## src/rtl/blk_loader.sv

```systemverilog
// blk_loader: packs an upstream byte stream into SMALL (132 B) or LARGE (768 B) blocks for the encoder FIFOs.
// Optional oversize-block counter is built when BLK_LOADER_ERRCNT_EN is defined.
module blk_loader (
  input  logic       clk,
  input  logic       reset,
  input  logic       in_valid,
  input  logic [7:0] in_data,
  input  logic       in_sop,
  input  logic       in_eop,
  output logic       in_ready,
  output logic [7:0] fifo_w_data,
  output logic       wrreq_data,
  input  logic       full_data,
  output logic [7:0] fifo_w_meta,
  output logic       wrreq_meta,
  input  logic       full_meta,
  output logic       blk_ready,
  input  logic       computation_done,
  output logic       blk_err,
  output logic [7:0] err_count,
  output logic [2:0] o_dbg_state
);

  localparam logic [9:0] SMALL_BYTES = 10'd132;
  localparam logic [9:0] LARGE_BYTES = 10'd768;

  typedef enum logic [2:0] {IDLE, LOAD, PAD, META, READY, WAIT_DONE} state_t;

  state_t     r_state;
  logic [9:0] r_cnt;
  logic       r_large;
  logic       r_oversize;
  logic [7:0] r_meta_code;
  logic       r_blk_ready;
  logic       r_blk_err;

  logic       w_accept;
  logic       w_room;
  logic [9:0] w_cnt_nxt;
  logic       w_fin_large;
  logic [9:0] w_fin_target;
  logic [9:0] w_pad_target;
  state_t     w_end_state;
  logic       w_meta_wr;

  // Handshake: a byte transfers on the rising edge where in_valid & in_ready; in_ready
  // depends on in_* only in IDLE, where an SOP byte is held off while the data FIFO is full.
  always_comb begin
    in_ready = 1'b0;
    case (r_state)
      IDLE:    in_ready = ~(in_valid & in_sop & full_data);
      LOAD:    in_ready = ~full_data;
      default: in_ready = 1'b0;
    endcase
  end

  assign w_accept = in_valid & in_ready;
  assign w_room   = (r_cnt != LARGE_BYTES);

  always_comb begin
    wrreq_data  = 1'b0;
    fifo_w_data = 8'h00;
    if (!reset) begin
      case (r_state)
        IDLE: if (w_accept && in_sop) begin
          wrreq_data  = 1'b1;
          fifo_w_data = in_data;
        end
        LOAD: if (w_accept && w_room) begin
          wrreq_data  = 1'b1;
          fifo_w_data = in_data;
        end
        PAD: if (!full_data) begin
          wrreq_data  = 1'b1;
          fifo_w_data = 8'h00;
        end
        default: begin
          wrreq_data  = 1'b0;
          fifo_w_data = 8'h00;
        end
      endcase
    end
  end

  // Byte count after the byte on the input, which is dropped once the block holds 768 bytes.
  assign w_cnt_nxt    = (r_state == IDLE) ? 10'd1 : (w_room ? r_cnt + 10'd1 : r_cnt);
  assign w_fin_large  = (w_cnt_nxt > SMALL_BYTES);
  assign w_fin_target = w_fin_large ? LARGE_BYTES : SMALL_BYTES;
  assign w_end_state  = (w_cnt_nxt == w_fin_target) ? META : PAD;
  assign w_pad_target = r_large ? LARGE_BYTES : SMALL_BYTES;

  // The meta strobe is decoded from registered state and gated by full_meta, so it can
  // never fire into a full FIFO and the state only advances when the write really happens.
  assign w_meta_wr   = (r_state == META) && !full_meta;
  assign wrreq_meta  = w_meta_wr;
  assign fifo_w_meta = r_meta_code;
  assign blk_ready   = r_blk_ready;
  assign blk_err     = r_blk_err;
  assign o_dbg_state = r_state;

  always_ff @(posedge clk or posedge reset) begin
    if (reset) begin
      r_state     <= IDLE;
      r_cnt       <= 10'd0;
      r_large     <= 1'b0;
      r_oversize  <= 1'b0;
      r_meta_code <= 8'h00;
      r_blk_ready <= 1'b0;
      r_blk_err   <= 1'b0;
    end else begin
      r_blk_ready <= 1'b0;
      r_blk_err   <= 1'b0;
      case (r_state)
        IDLE: begin
          if (w_accept && in_sop) begin
            r_cnt      <= w_cnt_nxt;
            r_oversize <= 1'b0;
            if (in_eop) begin
              r_large     <= w_fin_large;
              r_meta_code <= {7'd0, w_fin_large};
              r_state     <= w_end_state;
            end else begin
              r_state <= LOAD;
            end
          end
        end
        LOAD: begin
          if (w_accept) begin
            r_cnt <= w_cnt_nxt;
            if (!w_room) r_oversize <= 1'b1;
            if (in_eop) begin
              r_large     <= w_fin_large;
              r_meta_code <= {7'd0, w_fin_large};
              r_state     <= w_end_state;
            end
          end
        end
        PAD: begin
          if (!full_data) begin
            r_cnt <= r_cnt + 10'd1;
            if ((r_cnt + 10'd1) == w_pad_target) r_state <= META;
          end
        end
        META: begin
          if (w_meta_wr) begin
            r_blk_ready <= 1'b1;
            r_blk_err   <= r_oversize;
            r_state     <= READY;
          end
        end
        READY: r_state <= WAIT_DONE;
        WAIT_DONE: begin
          if (computation_done) begin
            r_cnt   <= 10'd0;
            r_state <= IDLE;
          end
        end
        default: r_state <= IDLE;
      endcase
    end
  end

`ifdef BLK_LOADER_ERRCNT_EN
  logic [7:0] r_err_cnt;

  always_ff @(posedge clk or posedge reset) begin
    if (reset) begin
      r_err_cnt <= 8'h00;
    end else if (w_meta_wr && r_oversize && (r_err_cnt != 8'hFF)) begin
      r_err_cnt <= r_err_cnt + 8'd1;
    end
  end

  assign err_count = r_err_cnt;
`else
  assign err_count = 8'h00;
`endif

endmodule

```

## config.mk

```make
export PLATFORM = sky130hd
export DESIGN_NAME = blk_loader
export DESIGN_NICKNAME = d
export VERILOG_FILES = /design/src/rtl/blk_loader.sv
export SDC_FILE = /design/constraint.sdc
export NUM_CORES = 1
export LEC_CHECK = 0
export BUFFER_PORTS_ARGS = -buffer_cell sky130_fd_sc_hd__clkbuf_2
export CORE_MARGIN = 2
export CORE_UTILIZATION = 52
export DETAILED_ROUTE_END_ITERATION = 10
export PLACE_DENSITY_LB_ADDON = 0.2
export SLEW_MARGIN = 10
export SYNTH_ARGS = -nofsm -noshare
export SYNTH_HDL_FRONTEND = slang
export SYNTH_SLANG_ARGS = --single-unit
```

## constraint.sdc

```tcl
create_clock -name clk -period 2.41 [get_ports clk]
set_input_delay 0.6025 -clock clk [delete_from_list [all_inputs] [get_ports clk]]
set_output_delay 0.6025 -clock clk [all_outputs]
set_load 0.02 [all_outputs]
```

* Word level (Yosys, flattened, before mapping)
Cells that the tools add are included.
** Word-level totals
- ROM bits :: 0
- Latch bits :: 0
- RAM bits :: 0
- Memories :: 0
- Bits of input ports :: 16
- Output and inout bits :: 32
- Register bits after elaboration :: 25
- Word-level logic and storage cells :: 86
** Cells by class
- Reductions and logical operators :: 11
- Bitwise gates (word level) :: 5
- Mux-type cells :: 45
- Magnitude comparators :: 1
- Multipliers :: 0
- Divide/modulo/power cells :: 0
- Shift-type cells :: 0
- $add $sub $neg :: 1
- Equal/unequal tests :: 16
** Operators with widths (number)
- 10-bit two-way mux :: 8
- 8-bit two-way mux :: 6
- 10-bit case mux with 4 select lines :: 1
- 8-bit case mux with 2 select lines :: 2
- 3-bit two-way mux :: 7
- 10-bit == test :: 2
- 3-bit case mux with 6 select lines :: 1
- 2-bit inequality test (second input constant) :: 8
- 1-bit two-way mux :: 15
- 10-bit by 1-bit adder with 10-bit output (second input constant) :: 1
- 10-bit by 8-bit greater-than comparator with 1-bit output (second input constant) :: 1
- 10-bit inequality test (second input constant) :: 1
- 7-bit AND reduction :: 1
- 3-bit by 2-bit == test with 1-bit output (second input constant) :: 2
- 3-bit == test (second input constant) :: 2
- 1-bit case mux with 2 select lines :: 3
- 5-bit AND reduction :: 1
- 4-bit AND reduction :: 1
- 4-bit nonzero test :: 1
- 1-bit bitwise AND :: 3
- 3-bit by 1-bit == test with 1-bit output (second input constant) :: 1
- 1-bit logical AND :: 3
- 3-bit logical NOT :: 1
- 1-bit case mux with 3 select lines :: 1
- 5 further kinds :: 6

* Longest topological paths before layout
- Word-level depth :: 10
- Mapped depth :: 9
- Gate-level depth less buffers :: 9

* Worst setup path before layout
OpenSTA, ideal clock, no wires.
- Kind :: register to output
- From :: reg r_state[1] (netlist: o_dbg_state[1])
- To :: out wrreq_data
- Buffers on the path :: 1
- Arrival time :: 1873 ps
- Path slack :: -65 ps
- Data required time :: 1808 ps
- Cell stages (with the launch flop) :: 8
- Path through :: dfrtp_1 > buf_2 > or2_1 > nor2_1 > nand2_1 > nand2_1 > a31oi_1 > nor4_1
** Between the ends
- Word-level cells in the longest chain between the ends :: 7
- Elaborated cells on any way between the ends :: 11
- Those cells by class :: 2 x eq/ne; 5 x mux; 1 x bitwise; 3 x reduce/logical
** RTL lines
- start, declared :: RTL line 29 : state_t r_state;
- start signal, assigned :: RTL line 121 : r_state <= w_end_state;
- start signal, assigned :: RTL line 134 : r_state <= w_end_state;
- 3-bit by 1-bit == test with 1-bit output or 3-bit logical NOT (tied branches) :: RTL line 50, 64
- 1-bit case mux with 2 select lines :: RTL line 50 : case (r_state)
- 1-bit bitwise AND :: RTL line 57 : assign w_accept = in_valid & in_ready;
- 1-bit logical AND, on equally long branches :: RTL line 69, 65
- 1-bit two-way mux, on equally long branches :: RTL line 69, 65
- 1-bit case mux with 3 select lines (*) :: RTL line 64 : case (r_state)
- 1-bit two-way mux (*) :: RTL line 63 : if (!reset) begin
- end, declared :: RTL line 12 : output logic wrreq_data,
Every way passes the cells marked *; elsewhere a longest branch is shown, timed or not.

* Worst setup path in the final report
- From :: reg r_cnt[1]
- To :: out fifo_w_data[6]
** Between the ends
- Word-level cells in the longest chain between the ends :: 5
** RTL lines
- start, declared :: RTL line 30 : logic [9:0] r_cnt;
- start signal, assigned :: RTL line 116 : r_cnt <= w_cnt_nxt;
- start signal, assigned :: RTL line 129 : r_cnt <= w_cnt_nxt;
- start signal, assigned :: RTL line 140 : r_cnt <= r_cnt + 10'd1;
- 10-bit inequality test :: RTL line 58 : assign w_room = (r_cnt != LARGE_BYTES);
- 1-bit logical AND :: RTL line 69 : LOAD: if (w_accept && w_room) begin
- 8-bit two-way mux :: RTL line 69
- 8-bit case mux with 2 select lines :: RTL line 64
- 8-bit two-way mux :: RTL line 63
- end, declared :: RTL line 11 : output logic [7:0] fifo_w_data,
No other way between the ends.

==> results by group <==
Place
  • RePlAce Congestion: 0.890
  • # port buffers: 32
  • Post-DP HPWL: 3120 um
  • Dpl cell area: 1880 um^2

Worst setup path
  • Crit path capture type: primary output
  • Worst reg2reg path depth: 8
  • RR Startpoint: o_dbg_state[2]
  • Reg2reg end: r_cnt[5]
  • Critical path peak fanout: 8
  • Worst Path Required: 1.81 ns
  • Arrival time at the worst endpoint: 1.94 ns
  • R2R Setup Slk: 0.30 ns
  • Kind of critical path: reg -> out
  • Crit start category: register

Clock tree
  • Sink Count: 17
  • Worst-skew pair later-pin latency: 0.31 ns
  • Num CTS Buffers: 3
  • # hold bufs at CTS: 0
  • CTS tree: done
  • Worst-path clk slew: 0.11 ns
  • Clk root buf: clkbuf_4
  • H-tree Lvls: 1
  • Clock Tree Buf Depth: 2

Layout
  • Reg area: 427 um^2
  • Fillers: 264
  • Most frequent cells in the layout: buf_4 (24), clkbuf_2 (23), dfrtp_1 (16)
  • Final Core Density: 0.683
  • Diodes inserted: 0
  • Share of layout cells above drive strength 1: 0.325
  • Design Area, Final: 2070 um^2
  • Area of the multi-input gates: 1120 um^2
  • Area Growth Syn to Fin: 25.5%
  • Fin nets: 274
  • Commonest non-fill, non-tap cell in the layout: buf_4

Global routing
  • Global-route usage over all layers: 0.248
  • Vias in the first global route: 1,429
  • Largest net degree at the start of global routing: 19
  • Grt ovf: 0
  • Initial antenna violation count: 0
  • First-pass GRT wire length: 6750 um

Floorplanning
  • Total core area: 3030 um^2
  • Die height: 60.3 um
  • IO Count: 48
  • Die Width: 60.3 um
  • Die area: 3640 um^2
  • Initial core utilization: 0.545
  • Rows: 20

Synth
  • Asr flop ratio synth: 1.00
  • Yosys cell types: 57
  • Yosys reg bits: 17
  • Yosys warns: 0
  • Cell area after synthesis: 1650 um^2
  • Post-synth EDFFs: 0
  • Top_reg_cell synth: dfrtp_1
  • Synth Instances: 212
  • Seq/Total Area, Yosys: 0.258
  • Mean Syn Cell Area: 7.78 um^2

Detailed routing
  • DRT iter0 DRCs: 107
  • Vias: 1,713
  • Drt drc: 0
  • Drt first pass iters: 5
  • Final ANT Viol Nets: 0
  • Total Wirelength: 4240 um
  • Drt wl/cell: 14.2 um
  • Drt via density: 5.73

Status
  • Violated checks: setup timing
  • Status: complete, but fails checks

Timing
  • Final setup violation count: 9
  • Max-slew violations: 0
  • Maximum clock rate: 394 MHz
  • Slew HR: 0.540
  • Final min period: 2.54 ns
  • Hold_ws: 0.428 ns
  • Worst slew pin tran: 0.690 ns
  • Final period util: 1.05
  • Clock skew: 0.00363 ns
  • Fin worst setup slack: -0.128 ns
  • Hold Vio Cnt, Final: 0
  • RSZ-0062 raised after global routing: true

Pwr
  • Design Power: 2.00 mW
  • P_leak: 0.939 nW
  • PwrDens: 968 nW/um^2
  • VDD IR max: 0.541 mV

Hold path
  • Worst min path class: in -> async

Flow run
  • Total of max-cap violations: 0
how the worst max path moves through the flow:
| stage | slack (ns) | to | from |
|---|---|---|---|
| 2_1_floorplan | 0.12 | fifo_w_data[0] | o_dbg_state[1] |
| 3_3_place_gp | 0.07 | fifo_w_data[1] | r_cnt[0] |
| 3_5_place_dp | 0.04 | fifo_w_data[4] | r_cnt[0] |
| 4_1_cts | -0.11 | fifo_w_data[4] | r_cnt[0] |
| 5_1_grt | -0.28 | fifo_w_data[5] | r_cnt[1] |
| 6_report | -0.13 | fifo_w_data[6] | r_cnt[1] |
area by class of cell:
cell class                 instances  share of cell area
timing repair buffer              55               0.196
sequential                        17               0.206
clock buffer                       4              0.0127
multi-input combinational        171               0.544
tap                               44              0.0266
inverter                           8              0.0145
flip-flops by register name, summed over array words and instances, names as in the netlist:
| signal | flops |
|---|---|
| o_dbg_state | 3 |
| r_oversize | 1 |
| r_large | 1 |
| blk_ready | 1 |
| blk_err | 1 |
| r_cnt | 10 |
synthesized netlist by cell type (2+ instances only):
master	count	share of area
nor2b_1	7	0.027
inv_1	8	0.018
buf_2	5	0.015
nor2_4	2	0.014
buf_4	17	0.077
a21oi_1	6	0.018
o31ai_1	4	0.018
a221oi_1	2	0.011
o41ai_2	2	0.020
nand3_1	9	0.027
buf_6	2	0.014
xnor2_1	3	0.016
a31oi_1	5	0.019
nand4_1	4	0.015
and3_1	6	0.023
nor3b_1	2	0.0091
dfrtp_1	17	0.26
o21ai_1	5	0.015
or3_1	3	0.011
ha_1	2	0.015
nor4_1	3	0.011
or2_1	2	0.0076
nor2_1	14	0.032
nand2_1	15	0.034
a21o_1	3	0.014
nor3_1	4	0.012
nand2b_1	2	0.0076
and2_1	10	0.038
o21ai_0	13	0.039
a311oi_1	3	0.016
clkbuf_1	6	0.014
per-layer routing:
layer	share of wire	GRT usage	vias up
li1	-	-	822
met1	0.45	0.369	807
met2	0.46	0.382	80
met3	0.079	0.0325	4
met4	0.0080	0.0540	0
met5	0	0	-
logic make-up after synthesis:
logic type,Yosys count,share of synthesized area
flip-flops,17,0.258
AO/OA/AOI/OAI,59,0.254
AND/OR/NAND/NOR,90,0.305
adder cells (fa/ha/maj),2,0.0152
XOR/XNOR,4,0.0212
other,1,0.00227
multiplexers,1,0.00607
buffers and inverters,38,0.138
report_power, final:
group / internal, mW / leakage (nW) / switching (mW) / total [mW]
sequential: 0.356 / 0.228 / 0.0823 / 0.438
combinational: 0.579 / 0.696 / 0.821 / 1.40
clock: 0.0648 / 0.0150 / 0.101 / 0.166
per-stage QoR:
stage,instances,worst slack (ns),setup TNS [ns]
6_report,299,-0.128,-0.993
3_3_place_gp,292,0.0667,0
5_1_grt,299,-0.283,-2.23
2_1_floorplan,226,0.116,0
3_5_place_dp,292,0.0372,0
4_1_cts,297,-0.110,-0.896
timing repair:
item / 4_1_cts / 5_1_grt
resized for setup: 28 / 8
setup buffers: 1 / 2
pin swaps: 9 / 1
setup endpoints to repair: 10 / 10
critical path, cell delays in order (launching register included):
cell,delay [ns]
dfrtp_1,0.37
inv_2,0.06
ha_4,0.14
and4b_2,0.22
nand3_4,0.12
nand2_4,0.06
a211oi_4,0.30
and2_1,0.20
clkbuf_8,0.15
Power figures use the tool's default switching activity.
